==> src/rtl/mest_pro_input.sv <==
// mest_pro_input: 4x4 hex keypad front-end.
//
// Drives the keypad columns one at a time (active-low), samples the
// synchronised rows at the end of each column slot, and collects one key per
// four-column frame. A debounce FSM acts only at frame boundaries. A key must
// be seen in DEBOUNCE consecutive frames before it is reported. The key must
// then be absent for DEBOUNCE consecutive frames before another key can be
// reported. Reported keys are presented on a valid/ack handshake.
//
// Ports:
//   clk            system clock, all logic on posedge
//   rst            asynchronous active-high reset
//   i_input_enable scanner enable; low idles the scanner and clears outputs
//   i_rows[3:0]    keypad rows, active-low, asynchronous to clk
//   o_cols[3:0]    keypad columns, active-low, one-hot-low while scanning
//   o_key_val      encoded key {0, row*4+col}, stable while o_key_valid=1
//   o_key_valid    o_key_val holds an unconsumed key
//   i_key_ack      consumer accepts the key (ignored while o_key_valid=0)
//   o_overflow     sticky: a key was dropped while valid was still pending
module mest_pro_input #(
  parameter int MEM_WIDTH = 16,
  parameter int SCAN_DIV  = 1000,
  parameter int DEBOUNCE  = 4
) (
  input  logic                 clk,
  input  logic                 rst,
  input  logic                 i_input_enable,
  input  logic [3:0]           i_rows,
  output logic [3:0]           o_cols,
  output logic [MEM_WIDTH-1:0] o_key_val,
  output logic                 o_key_valid,
  input  logic                 i_key_ack,
  output logic                 o_overflow
);

  localparam int SLOT_W = $clog2(SCAN_DIV);
  localparam int CNT_W  = $clog2(DEBOUNCE + 1);

  typedef enum logic [1:0] {IDLE, PRESS_DB, REPORT, HELD} state_t;

  // Row synchroniser. Idle value is all-high (no key), matching the pull-ups.
  logic [3:0] rows_meta;
  logic [3:0] rows_sync;

  // NOTE: sequential state uses non-blocking assignments so every flop
  // samples pre-edge values regardless of statement order.
  always_ff @(posedge clk or posedge rst) begin
    if (rst) begin
      rows_meta <= 4'hF;
      rows_sync <= 4'hF;
    end else begin
      rows_meta <= i_rows;
      rows_sync <= rows_meta;
    end
  end

  // Column scan. o_cols is registered from the next column value so the
  // driven column lines up with col, which leaves the synchroniser the whole
  // slot to settle before the sample on the slot's last cycle.
  logic [SLOT_W-1:0] slot;
  logic [1:0]        col;
  logic              slot_last;
  logic              frame_end;
  logic [1:0]        col_next;

  assign slot_last = (slot == SLOT_W'(SCAN_DIV - 1));
  assign frame_end = slot_last && (col == 2'd3);
  assign col_next  = slot_last ? col + 2'd1 : col;

  always_ff @(posedge clk or posedge rst) begin
    if (rst) begin
      slot   <= '0;
      col    <= 2'd0;
      o_cols <= 4'hF;
    end else if (!i_input_enable) begin
      slot   <= '0;
      col    <= 2'd0;
      o_cols <= 4'hF;
    end else begin
      slot   <= slot_last ? '0 : slot + SLOT_W'(1);
      col    <= col_next;
      o_cols <= ~(4'b0001 << col_next);
    end
  end

  // Lowest active row in the current column.
  logic       hit;
  logic [1:0] hit_row;
  logic [3:0] sample_code;

  // NOTE: every variable assigned in always_comb gets a default first so no
  // path leaves it unassigned and no latch is inferred.
  always_comb begin
    hit     = 1'b0;
    hit_row = 2'd0;
    for (int r = 3; r >= 0; r--) begin
      if (!rows_sync[r]) begin
        hit     = 1'b1;
        hit_row = 2'(r);
      end
    end
  end

  assign sample_code = {hit_row, col};

  // Frame accumulator: remembers the first key seen in scan order. The col3
  // sample is folded in combinationally at the frame-end cycle itself.
  logic       frame_found;
  logic [3:0] frame_code;
  logic       key_present;
  logic [3:0] key_code;

  always_ff @(posedge clk or posedge rst) begin
    if (rst) begin
      frame_found <= 1'b0;
      frame_code  <= 4'd0;
    end else if (!i_input_enable) begin
      frame_found <= 1'b0;
      frame_code  <= 4'd0;
    end else if (slot_last) begin
      if (frame_end) begin
        frame_found <= 1'b0;
        frame_code  <= 4'd0;
      end else if (hit && !frame_found) begin
        frame_found <= 1'b1;
        frame_code  <= sample_code;
      end
    end
  end

  assign key_present = frame_found || hit;
  assign key_code    = frame_found ? frame_code : sample_code;

  // Debounce FSM: state register.
  state_t           state, state_next;
  logic [3:0]       cand, cand_next;
  logic [CNT_W-1:0] cnt, cnt_next;
  logic [CNT_W-1:0] rel_cnt, rel_next;
  logic             issue;

  always_ff @(posedge clk or posedge rst) begin
    if (rst) begin
      state   <= IDLE;
      cand    <= 4'd0;
      cnt     <= '0;
      rel_cnt <= '0;
    end else if (!i_input_enable) begin
      state   <= IDLE;
      cand    <= 4'd0;
      cnt     <= '0;
      rel_cnt <= '0;
    end else begin
      state   <= state_next;
      cand    <= cand_next;
      cnt     <= cnt_next;
      rel_cnt <= rel_next;
    end
  end

  // Debounce FSM: next state. Only frame ends move it, except REPORT,
  // which always lasts exactly one cycle.
  always_comb begin
    state_next = state;
    cand_next  = cand;
    cnt_next   = cnt;
    rel_next   = rel_cnt;
    unique case (state)
      IDLE: begin
        if (frame_end && key_present) begin
          cand_next  = key_code;
          cnt_next   = CNT_W'(1);
          state_next = (DEBOUNCE == 1) ? REPORT : PRESS_DB;
        end
      end
      PRESS_DB: begin
        if (frame_end) begin
          if (!key_present) begin
            state_next = IDLE;
          end else if (key_code == cand) begin
            cnt_next = cnt + CNT_W'(1);
            if (cnt_next == CNT_W'(DEBOUNCE)) state_next = REPORT;
          end else begin
            cand_next = key_code;
            cnt_next  = CNT_W'(1);
          end
        end
      end
      REPORT: begin
        state_next = HELD;
        rel_next   = '0;
      end
      HELD: begin
        if (frame_end) begin
          if (key_present) begin
            rel_next = '0;
          end else begin
            rel_next = rel_cnt + CNT_W'(1);
            if (rel_next == CNT_W'(DEBOUNCE)) state_next = IDLE;
          end
        end
      end
      default: state_next = IDLE;
    endcase
  end

  // Debounce FSM: outputs.
  always_comb begin
    issue = (state == REPORT);
  end

  // Output handshake stage.
  always_ff @(posedge clk or posedge rst) begin
    if (rst) begin
      o_key_val   <= '0;
      o_key_valid <= 1'b0;
      o_overflow  <= 1'b0;
    end else if (!i_input_enable) begin
      o_key_val   <= '0;
      o_key_valid <= 1'b0;
      o_overflow  <= 1'b0;
    end else if (issue) begin
      if (!o_key_valid) begin
        o_key_val   <= MEM_WIDTH'(cand);
        o_key_valid <= 1'b1;
      end else if (i_key_ack) begin
        // Consumer frees the slot in the same cycle: the new key takes it.
        o_key_val   <= MEM_WIDTH'(cand);
        o_key_valid <= 1'b1;
        o_overflow  <= 1'b0;
      end else begin
        o_overflow  <= 1'b1;
      end
    end else if (i_key_ack && o_key_valid) begin
      o_key_valid <= 1'b0;
      o_overflow  <= 1'b0;
    end
  end

endmodule

==> config.mk <==
export PLATFORM = sky130hd
export DESIGN_NAME = mest_pro_input
export DESIGN_NICKNAME = d
export VERILOG_FILES = /design/src/rtl/mest_pro_input.sv
export SDC_FILE = /design/constraint.sdc
export NUM_CORES = 1
export LEC_CHECK = 0
export ABC_CLOCK_PERIOD_IN_PS = 2200
export BUFFER_PORTS_ARGS = -buffer_cell sky130_fd_sc_hd__buf_4
export CORE_ASPECT_RATIO = 0.9
export CORE_MARGIN = 1.5
export CORE_UTILIZATION = 35
export CTS_BUF_LIST = sky130_fd_sc_hd__clkbuf_4
export DETAILED_ROUTE_END_ITERATION = 6
export PLACE_DENSITY_LB_ADDON = 0.12
export SYNTH_ARGS = -nofsm -noshare
export SYNTH_HDL_FRONTEND = slang
export SYNTH_SLANG_ARGS = --single-unit
export TNS_END_PERCENT = 5
==> constraint.sdc <==
create_clock -name clk -period 2.2 [get_ports clk]
set_input_delay 0.44 -clock clk [delete_from_list [all_inputs] [get_ports clk]]
set_output_delay 0.44 -clock clk [all_outputs]
set_load 0.1 [all_outputs]
==> flow_metrics.env <==
export IMPL_status="finished, final reports clean"
export IMPL_r2r_cells=7
export IMPL_hold_path_class="in2async"
export IMPL_drcViolationCount=0
export IMPL_ys_seq_elements=47
export IMPL_rsz0062_at_grt="no"
export IMPL_grt_pass1_vias=1512
export IMPL_tns_ns=0
export IMPL_cp_num_buf_inv=0
export IMPL_critPathKind="reg2reg"
export IMPL_powerDensity_nw_per_um2=683.0
export IMPL_cts_clk_slew_worst_paths_ns=0.14
export IMPL_routed_via_density=4.631
export IMPL_drv_cap=0
export IMPL_synthTopCellsByCount="dfrtp_1 (35), nor2_1 (35), nand2_1 (16)"
export IMPL_drive_gt1_share_pct=22.57
export IMPL_reg2reg_to="cand[1]$_DFFE_PP0P_"
export IMPL_io_pins=30
export IMPL_ys_flop_type="dfrtp_1"
export IMPL_final_max_slew_viol_count=0
export IMPL_antenna_found_initial=0
export IMPL_reg2reg_slack_ns=0.17
export IMPL_finalSetupViolCount=0
export IMPL_cp_required_ns=2.52
export IMPL_clock_sinks=47
export IMPL_antenna_left=0
export IMPL_finalNetCount=270
export IMPL_holdBufCountCts=0
export IMPL_p_leak_nw=1.246
export IMPL_min_period_ns=2.035
export IMPL_dr_pass1_iters=4
export IMPL_initial_core_util_pct=35.91
export IMPL_drt_initial_drc_count=65
export IMPL_syn_avg_cell_area_sq_um=10.36
export IMPL_worst_ep_arrival_time_ns=2.35
export IMPL_max_stage_delay_ns=0.39
export IMPL_path_max_fanout=4
export IMPL_synth_area_top_cells="dfrtp_1 (37%), dfstp_2 (13%), nor2_1 (5.6%)"
export IMPL_crit_path_start_kind="register"
export IMPL_cp_startpoint="slot[0]$_DFF_PP0_"
export IMPL_slew_headroom_pct=63.76
export IMPL_synthToLayoutAreaGrowth_pct=14.84
export IMPL_grtUsageMet2_pct=20.38
export IMPL_synthCells=227
export IMPL_dp_hpwl_mm=3.187
export IMPL_rows=28
export IMPL_coreArea_sq_um=6551
export IMPL_finalCritPeriodShare_pct=92.48
export IMPL_dr_total_vias=1607
export IMPL_wl_mm=4.374
export IMPL_use_met1_pct=20.19
export IMPL_synth_top_area_share_pct=37.23
export IMPL_place_gp_congestion=0.7887
export IMPL_avgRoutedWirePerCell_um=12.61
export IMPL_ys_types=47
export IMPL_busiest_layer="met2"
export IMPL_cp_slowest_cell="dfrtp_1"
export IMPL_synth_largest_area_cell="dfrtp_1"
export IMPL_grt_pass1_wl_mm=7.500
export IMPL_syn_area_sq_um=2352
export IMPL_cts_made_buffers=5
export IMPL_die_w_um=89.42
export IMPL_clock_latency_ns=0.37
export IMPL_tightestPinTransition_ns=0.5427
export IMPL_cts_buffer_depth=2
export IMPL_grt_overflow=0
export IMPL_dieArea_sq_um=7223
export IMPL_fmax_ghz=0.4915
export IMPL_p_total_mw=1.845
export IMPL_vdd_ir_drop_max_mv=0.1998
export IMPL_cts_tree="yes"
export IMPL_cpMostUsedCell="or3_4"
export IMPL_htree_levels=2
export IMPL_die_height_um=80.78
export IMPL_setup_worst_path_end_class="register"
export IMPL_reg2reg_from="slot[0]$_DFF_PP0_"
export IMPL_hold_viol=0
export IMPL_async_reset_ff_share_pct=100.0
export IMPL_grt_util_all_layers_pct=13.93
export IMPL_ys_warnings_count=0
export IMPL_antenna_cells=0
export IMPL_crit_family="simple AND/OR/NAND/NOR gates"
export IMPL_grt_max_degree=25
export IMPL_yosysSeqAreaShare_pct=50.64
export IMPL_crit_end="cand[1]$_DFFE_PP0P_"
export IMPL_io_buffers=17
export IMPL_synth_edf_count=0
export IMPL_use_met3_pct=3.049
export IMPL_fin_worst_skew_ns=0.01579
export IMPL_path_depth=7
export IMPL_critical_path_cell_chain="ha_1 -> nand4b_1 -> or3_4 -> or3_4 -> a41oi_4 -> mux2i_1 -> and2_1"
export IMPL_root_buffer="clkbuf_4"
## metrics by stage
step           cell area, sq um  hold slack, ns  setup slack, ns  std cells  utilization, %
6_report                   2701          0.1001           0.1654        347           41.23
3_5_place_dp               2611          0.3470           0.1538        338           39.86
5_1_grt                    2701          0.1325          0.01959        347           41.23
2_1_floorplan              2394          0.3452           0.1744        238               -
3_3_place_gp               2611          0.3457           0.2078        338           39.86
4_1_cts                    2694          0.1141           0.1182        346           41.12
## metal layers
metal,up-vias,wire length [um]
met2,28,1866
met1,759,2306
met5,-,0
met4,0,68
met3,8,132
li1,812,-
## final cells by class
cell class / instances / area (sq um)
Clock inverter: 1 / 30.03
Timing Repair Buffer: 29 / 230.2
Sequential cell: 47 / 1191
Inverter: 9 / 33.78
Tap cell: 90 / 112.6
Clock buffer: 7 / 52.55
Fill cell: 647 / 3850
Multi-Input combinational cell: 164 / 1051
## state kept, by name, indices dropped and copies added (netlist names)
register / flops
slot: 10
rows_sync: 4
rows_meta: 4
rel_cnt: 3
o_cols: 4
cnt: 3
o_overflow: 1
state: 2
o_key_val: 4
cand: 4
frame_found: 1
col: 2
frame_code: 4
o_key_valid: 1
## worst min-delay path by stage
stage	start	to	slack [ns]	cells after the start
2_1_floorplan	rows_meta[0]$_DFF_PP1_	rows_sync[0]$_DFF_PP1_	0.35	0
4_1_cts	rst	col[1]$_DFF_PP0_	0.11	2
3_5_place_dp	rows_meta[3]$_DFF_PP1_	rows_sync[3]$_DFF_PP1_	0.35	0
6_report	rst	col[1]$_DFF_PP0_	0.10	2
3_3_place_gp	rows_meta[2]$_DFF_PP1_	rows_sync[2]$_DFF_PP1_	0.35	0
5_1_grt	i_rows[2]	rows_meta[2]$_DFF_PP1_	0.13	1
## kinds of logic after synthesis
family | share of synthesized area (%)
other | 0.1594
and+or+nand+nor | 18.78
adders and majority gates | 3.191
muxes | 4.255
buffers and inverters | 6.436
AOI/OAI and AO/OA | 10.16
xor gates and xnor gates | 6.383
DFF | 50.64
## repair_timing
item / CTS / global route
setup endpoints to repair: 0 / 2
buffers inserted: 0 / 1
endpoints found under the hold margin: 0 / 0
resized for setup: 0 / 0
## power by group
part | switching [mW] | internal [mW] | leakage [nW]
registers | 0.0438 | 0.905 | 0.610
clock network | 0.277 | 0.266 | 0.0463
logic | 0.268 | 0.0847 | 0.589
total | 0.589 | 1.26 | 1.25
## cell usage in the layout, fill, tap and decap left out, drive strengths merged, types with 2 or more instances in the layout
cell     n
nand4    4
xnor2    9
nand3b   2
and2     4
dfstp   12
a22oi    3
mux2i   10
nor2    36
nand2b   3
o21ai    9
nand2   16
xor2     6
or3      3
nor3     4
clkbuf   7
ha       6
nand3    6
a31oi    2
inv      9
and3     4
o31ai    2
buf     29
nor3b    2
a21oi    8
dfrtp   35
conb    12
Note: power is estimated with default switching activity, not from simulation.
